`src/rtl/nec_pkg.sv`:
```
// NEC IR shared types and timing constants.
// Used by both the transmitter and the receiver.
package nec_pkg;

    typedef enum logic [3:0] {
        IDLE,
        LEAD_MARK,
        LEAD_SPACE,
        BIT_MARK,
        BIT_SPACE,
        STOP_MARK,
        GAP,
        REP_MARK,
        REP_SPACE
    } nec_state_t;

    localparam int LEAD_MARK_U     = 16;
    localparam int LEAD_SPACE_U    = 8;
    localparam int REP_SPACE_U     = 4;
    localparam int BIT0_SPACE_U    = 1;
    localparam int BIT1_SPACE_U    = 3;
    localparam int BIT_MARK_U      = 1;
    localparam int STOP_MARK_U     = 1;
    localparam int FRAME_TICKS_DEF = 192;

    localparam int UNIT_W = 5;

    function automatic logic is_mark(input nec_state_t s);
        return (s == LEAD_MARK) || (s == BIT_MARK) ||
               (s == STOP_MARK) || (s == REP_MARK);
    endfunction

endpackage

```
`src/rtl/nec_carrier_gen.sv`:
```
// IR carrier generator: counter restarted at each mark entry,
// registered output already gated by the mark enable.
module nec_carrier_gen #(
    parameter int PERIOD = 1316,
    parameter int HIGH   = 438
) (
    input  logic clk,
    input  logic rst_n,
    input  logic i_clr,
    input  logic i_en,
    output logic o_carrier
);

    localparam int CW = (PERIOD > 1) ? $clog2(PERIOD) : 1;

    logic [CW-1:0] r_cnt;
    logic [CW-1:0] w_nxt;
    logic          r_carrier;

    always_comb begin
        w_nxt = r_cnt + CW'(1);
        if (r_cnt == CW'(PERIOD - 1)) begin
            w_nxt = '0;
        end
    end

    always_ff @(posedge clk) begin
        if (!rst_n) begin
            r_cnt     <= '0;
            r_carrier <= 1'b0;
        end else if (i_clr) begin
            r_cnt     <= '0;
            r_carrier <= (HIGH > 0);
        end else if (i_en) begin
            r_cnt     <= w_nxt;
            r_carrier <= (int'(w_nxt) < HIGH);
        end else begin
            r_cnt     <= '0;
            r_carrier <= 1'b0;
        end
    end

    assign o_carrier = r_carrier;

endmodule

```
`src/rtl/nec_ir_tx.sv`:
```
// NEC IR transmitter: full frames and repeat codes with a
// fixed start-to-start period and a modulated LED drive.
module nec_ir_tx
    import nec_pkg::*;
#(
    parameter int TICK_CYCLES    = 28125,
    parameter int CARRIER_PERIOD = 1316,
    parameter int CARRIER_HIGH   = 438,
    parameter int FRAME_TICKS    = FRAME_TICKS_DEF
) (
    input  logic       clk,
    input  logic       rst_n,
    input  logic       send,
    input  logic       rpt,
    input  logic [7:0] addr,
    input  logic [7:0] cmd,
    output logic       ready,
    output logic       done,
    output logic       ir_env,
    output logic       ir_led
);

    localparam int PW = (TICK_CYCLES > 1) ? $clog2(TICK_CYCLES) : 1;

    nec_state_t        r_state;
    nec_state_t        w_state_nxt;

    logic [PW-1:0]     r_pre;
    logic [UNIT_W-1:0] r_ucnt;
    logic [UNIT_W-1:0] w_dur;
    logic [7:0]        r_fcnt;
    logic [5:0]        r_bit;
    logic [31:0]       r_shift;

    logic              w_accept;
    logic              w_tick;
    logic              w_unit_end;
    logic              w_last_bit;
    logic              w_gap_end;

    logic              w_mark_d;
    logic              w_clr;
    logic              w_ready_d;
    logic              w_done_d;
    logic              w_env_d;
    logic              w_carrier;

    logic              r_ready;
    logic              r_done;
    logic              r_env;

    assign w_accept   = (r_state == IDLE) & (send | rpt);
    assign w_tick     = (r_pre == PW'(TICK_CYCLES - 1));
    assign w_unit_end = w_tick & (r_ucnt == w_dur - UNIT_W'(1));
    assign w_last_bit = (r_bit == 6'd31);
    assign w_gap_end  = w_tick & (int'(r_fcnt) >= FRAME_TICKS - 1);

    always_comb begin
        w_dur = UNIT_W'(1);
        unique case (r_state)
            LEAD_MARK,
            REP_MARK:   w_dur = UNIT_W'(LEAD_MARK_U);
            LEAD_SPACE: w_dur = UNIT_W'(LEAD_SPACE_U);
            REP_SPACE:  w_dur = UNIT_W'(REP_SPACE_U);
            BIT_MARK:   w_dur = UNIT_W'(BIT_MARK_U);
            STOP_MARK:  w_dur = UNIT_W'(STOP_MARK_U);
            BIT_SPACE:  w_dur = r_shift[0] ? UNIT_W'(BIT1_SPACE_U)
                                           : UNIT_W'(BIT0_SPACE_U);
            default:    w_dur = UNIT_W'(1);
        endcase
    end

    always_ff @(posedge clk) begin
        if (!rst_n) begin
            r_state <= IDLE;
        end else begin
            r_state <= w_state_nxt;
        end
    end

    always_comb begin
        w_state_nxt = r_state;
        unique case (r_state)
            IDLE: begin
                if (send) begin
                    w_state_nxt = LEAD_MARK;
                end else if (rpt) begin
                    w_state_nxt = REP_MARK;
                end
            end
            LEAD_MARK:  if (w_unit_end) w_state_nxt = LEAD_SPACE;
            LEAD_SPACE: if (w_unit_end) w_state_nxt = BIT_MARK;
            BIT_MARK:   if (w_unit_end) w_state_nxt = BIT_SPACE;
            BIT_SPACE: begin
                if (w_unit_end) begin
                    w_state_nxt = w_last_bit ? STOP_MARK : BIT_MARK;
                end
            end
            STOP_MARK:  if (w_unit_end) w_state_nxt = GAP;
            GAP:        if (w_gap_end) w_state_nxt = IDLE;
            REP_MARK:   if (w_unit_end) w_state_nxt = REP_SPACE;
            REP_SPACE:  if (w_unit_end) w_state_nxt = STOP_MARK;
            default:    w_state_nxt = IDLE;
        endcase
    end

    // Outputs are decoded from the next state so that they
    // change on the same edge as the state register.
    always_comb begin
        w_mark_d  = is_mark(w_state_nxt);
        w_clr     = w_mark_d & ~is_mark(r_state);
        w_ready_d = (w_state_nxt == IDLE);
        w_done_d  = (r_state == GAP) & (w_state_nxt == IDLE);
        w_env_d   = ~w_mark_d;
    end

    always_ff @(posedge clk) begin
        if (!rst_n) begin
            r_ready <= 1'b1;
            r_done  <= 1'b0;
            r_env   <= 1'b1;
        end else begin
            r_ready <= w_ready_d;
            r_done  <= w_done_d;
            r_env   <= w_env_d;
        end
    end

    always_ff @(posedge clk) begin
        if (!rst_n) begin
            r_pre   <= '0;
            r_ucnt  <= '0;
            r_fcnt  <= '0;
            r_bit   <= '0;
            r_shift <= '0;
        end else if (w_accept) begin
            r_pre   <= '0;
            r_ucnt  <= '0;
            r_fcnt  <= '0;
            r_bit   <= '0;
            r_shift <= {~cmd, cmd, ~addr, addr};
        end else if (r_state != IDLE) begin
            r_pre <= w_tick ? '0 : r_pre + PW'(1);
            if (w_tick) begin
                if (int'(r_fcnt) < FRAME_TICKS) begin
                    r_fcnt <= r_fcnt + 8'd1;
                end
                if (w_state_nxt != r_state) begin
                    r_ucnt <= '0;
                end else begin
                    r_ucnt <= r_ucnt + UNIT_W'(1);
                end
            end
            if ((r_state == BIT_SPACE) && w_unit_end) begin
                r_shift <= r_shift >> 1;
                r_bit   <= w_last_bit ? 6'd0 : r_bit + 6'd1;
            end
        end
    end

    nec_carrier_gen #(
        .PERIOD (CARRIER_PERIOD),
        .HIGH   (CARRIER_HIGH)
    ) u_carrier (
        .clk       (clk),
        .rst_n     (rst_n),
        .i_clr     (w_clr),
        .i_en      (w_mark_d),
        .o_carrier (w_carrier)
    );

    assign ready  = r_ready;
    assign done   = r_done;
    assign ir_env = r_env;
    assign ir_led = w_carrier;

endmodule

```
`config.mk`:
```
export PLATFORM = sky130hd
export DESIGN_NAME = nec_ir_tx
export DESIGN_NICKNAME = d
export VERILOG_FILES = /design/src/rtl/nec_pkg.sv /design/src/rtl/nec_carrier_gen.sv /design/src/rtl/nec_ir_tx.sv
export SDC_FILE = /design/constraint.sdc
export NUM_CORES = 1
export LEC_CHECK = 0
export BUFFER_PORTS_ARGS = -buffer_cell sky130_fd_sc_hd__buf_2
export CAP_MARGIN = 25
export CORE_UTILIZATION = 39
export DETAILED_ROUTE_END_ITERATION = 8
export GPL_TIMING_DRIVEN = 1
export PLACE_DENSITY = 0.62
export SYNTH_ARGS = -nofsm -noshare
export SYNTH_HDL_FRONTEND = slang
export SYNTH_SLANG_ARGS = --single-unit
```
`constraint.sdc`:
```
create_clock -name clk -period 3.45 [get_ports clk]
set_input_delay 0.5175 -clock clk [delete_from_list [all_inputs] [get_ports clk]]
set_output_delay 0.5175 -clock clk [all_outputs]
set_load 0.05 [all_outputs]
```
==> results.yml <==
timing:
  whs_ns: 0.367
  slew_viol_final: 0
  setup_viol_count_final: 0
  fin_crit_ns: 3.27
  fin_crit_sh_pct: 94.8
  final_hold_viol_count: 0
  max_slew_margin_pct: 53.4
  rsz0062_at_grt: "true"
  clock_skew_ns: 0.0146
  fmax_ghz: 0.306
  tightest_slew_ns: 0.693
setup_path:
  path_cells: "or4b_1 > o311a_1 > inv_1 > ha_2 > o21ai_1 > or4_4 > a2111oi_4 > buf_4 > buf_4 > o22ai_1 > a31oi_1 > nor2_1"
  crit_path_frequent_cell: "buf_4"
  cp_slowest_cell: "or4b_1"
  ff2ff_setup_slack_ns: 0.18
  cpPeakStageDelay_ns: 0.55
  cp_data_required_time_ns: 3.70
  timing.critical_path.buf_inv: 3
  end_kind: "flip-flop"
  crit_family: "simple AND/OR/NAND/NOR gates"
  critPathArrivalTime_ns: 3.52
  critPathLaunchType: "flip-flop"
  critPathMaxFanout: 5
  critPathKind: "reg -> reg"
finish:
  nFillCells: 1019
  synthToLayoutAreaGrowth_pct: 13.8
  multi_input_area_mm2: 0.00247
  fin_area_mm2: 0.00488
  seqCellArea_mm2: 0.00170
  n_antenna_cell: 0
  drive_above_1_share_pct: 14.6
  finalNetCount: 555
clock_tree:
  cts_buffer_depth: 2
  insertion_delay_ns: 0.37
  cts-root-buf: "clkbuf_8"
  cts_buffers: 9
  clk_pin_slew_ns: 0.10
  ctsHoldBuffers: 0
  cts_tree: "built"
  htree_levels: 3
  cts_sinks: 85
detailed_routing:
  drt_iter0_drc: 140
  vias: 3553
  postRouteAntennaNets: 0
  firstDrtPassIters: 4
  viasPerCell: 5.31
  drc: 0
  wire_per_inst_um: 13.5
  wl_um: 9040
yosys:
  synth_seq_area_share_pct: 39.7
  synth-seq-cells: 85
  ys_warn_count: 0
  synth_top_cell_area_share_pct: 39.7
  ys_types: 56
  synth_edf_count: 0
  synthFlopType: "dfxtp_1"
  avgSynthCellArea_um2: 8.63
  ys_top_cells_by_area: "dfxtp_1 (40%), mux2i_1 (8.6%), nor2_1 (6.1%)"
  synthArstFlopShare_pct: 0
  synth_top_area_cell: "dfxtp_1"
  synth_area_mm2: 0.00429
  synthCells: 497
  synthesis.nets: 524
job:
  drv_cap: 0
global_routing:
  antenna_found_initial: 0
  grt_overflow: 0
  grt_pass1_vias: 3384
  grt_max_degree: 51
  grt_pass1_wl_um: 15700
  grtUsageTotal_pct: 17.1
pwr:
  p_leak_nw: 1.97
  p_per_area_mw_per_mm2: 487
  ir_drop_mv: 0.284
placed_design:
  dpl_cell_area_mm2: 0.00462
  dp.final_hpwl_um: 6200
  gp_congestion: 0.851
  portBuffers: 23
floorplanning:
  core_mm2: 0.0105
  initial_utilization_pct: 40.8
  die_w_um: 107
  ios: 24
  die-area_mm2: 0.0114
  fp.dieH_um: 107
  rows: 37
min_path:
  hp-class: "in -> reg"
outcome:
  status: "finished clean"
[kinds of logic (layout without fill, tap and decap cells)]
| kind of cell | Yosys count | count (layout) | share of synthesized area, % |
|---|---|---|---|
| compound gates | 89 | 89 | 14.6 |
| xor+xnor | 39 | 39 | 7.97 |
| fa+ha+maj | 7 | 7 | 2.04 |
| buf+inv | 40 | 76 | 3.79 |
| flops | 85 | 85 | 39.7 |
| mux | 37 | 37 | 8.64 |
| simple gates | 200 | 200 | 23.2 |
[layout by cell type (no fill, tap or decap), types with 4 or more instances in the layout]
master and n:
dfxtp_1 83, nor3_1 6, inv_1 12, o21ai_0 7, clkbuf_8 10, buf_2 24, mux2i_1 36, a31oi_1 5
and3_1 7, o31ai_1 4, or3_1 6, buf_4 23, nor2b_1 5, ha_1 6, xor2_1 22, a21oi_1 15
nand3_1 20, nand2_1 32, nand2b_1 7, nand4_1 8, nor2_1 70, a211oi_1 32, xnor2_1 17, and2_1 19
[state kept, by name, indices dropped and copies added, names as in the netlist, 4 cells and up]
name and cells:
r_bit 6, r_fcnt 8, r_pre 15, r_shift 32, r_state 4, r_ucnt 5
u_carrier.r_cnt 11
[cells in the mapped netlist, types with 3 or more instances]
library cell / n
or3_1: 6
nor2b_1: 5
buf_2: 7
o21ai_0: 8
dfxtp_1: 85
and3_1: 7
inv_1: 12
a211oi_1: 32
mux2i_1: 37
nor4_1: 3
o31ai_1: 5
nand2b_1: 7
xor2_1: 22
clkbuf_1: 18
a31oi_1: 5
xnor2_1: 17
nand2_1: 32
a21oi_1: 15
nand4_1: 8
and2_1: 19
nor2_1: 70
ha_1: 7
nand3_1: 21
nor3_1: 7
[per-layer routing]
metal | vias up | GRT usage [%] | part of all wire (%) | routed length (um)
met3 | 12 | 5.23 | 3.9 | 349
met2 | 61 | 27.3 | 46 | 4150
met4 | 0 | 5.48 | 1.4 | 129
met5 | - | 0 | 0 | 0
met1 | 1650 | 22.0 | 49 | 4420
li1 | 1830 | - | - | -
[power by group]
group | internal, mW | switching (mW)
clock network | 0.293 | 0.389
logic | 0.216 | 0.349
registers | 1.08 | 0.0529
total | 1.59 | 0.791
[worst register-to-register path, cell delays in order (launching register included)]
cell	delay, ns
dfxtp_1	0.34
or4b_1	0.55
o311a_1	0.16
inv_1	0.08
ha_2	0.21
o21ai_1	0.14
or4_4	0.51
a2111oi_4	0.33
buf_4	0.21
buf_4	0.11
o22ai_1	0.07
a31oi_1	0.35
nor2_1	0.10
[metrics by stage]
stage | total power, mW | utilization (%) | std cells | setup WS [ns] | setup TNS [ns]
global placement | 1.69 | 44.0 | 648 | 0.167 | 0
detailed placement | 1.70 | 44.0 | 648 | -0.00610 | -0.00610
CTS | 2.38 | 45.8 | 664 | 0.0343 | 0
global route | 2.52 | 46.4 | 669 | -0.00577 | -0.00577
floorplan | 1.54 | - | 497 | 0.132 | 0
finish | 2.38 | 46.4 | 669 | 0.180 | 0
[path summary, 6_finish.rpt]
path / to / depth (start not counted) / start
worst min register to register: u_carrier.r_cnt[0] / 1 / u_carrier.r_cnt[0]
worst min-delay path: ready / 2 / rst_n
worst max-delay path: r_ucnt[2] / 12 / r_state[1]
worst max register to register: r_ucnt[2] / 12 / r_state[1]
[repair_timing]
action                     in CTS  in global routing
buffers inserted                0                  4
pin swaps                       0                  2
resized for setup               1                  8
setup endpoints to repair       1                 38
cloned                          0                  1
[layout make-up]
cell class,count,area share (%)
inverters,13,1.00
clock buffers,10,2.82
multi-input cells,372,50.7
well taps,136,3.49
flip-flops and latches,85,34.9
clock inverters,6,1.08
repair buffers,47,6.00
Note: power is estimated with default switching activity, not from simulation.
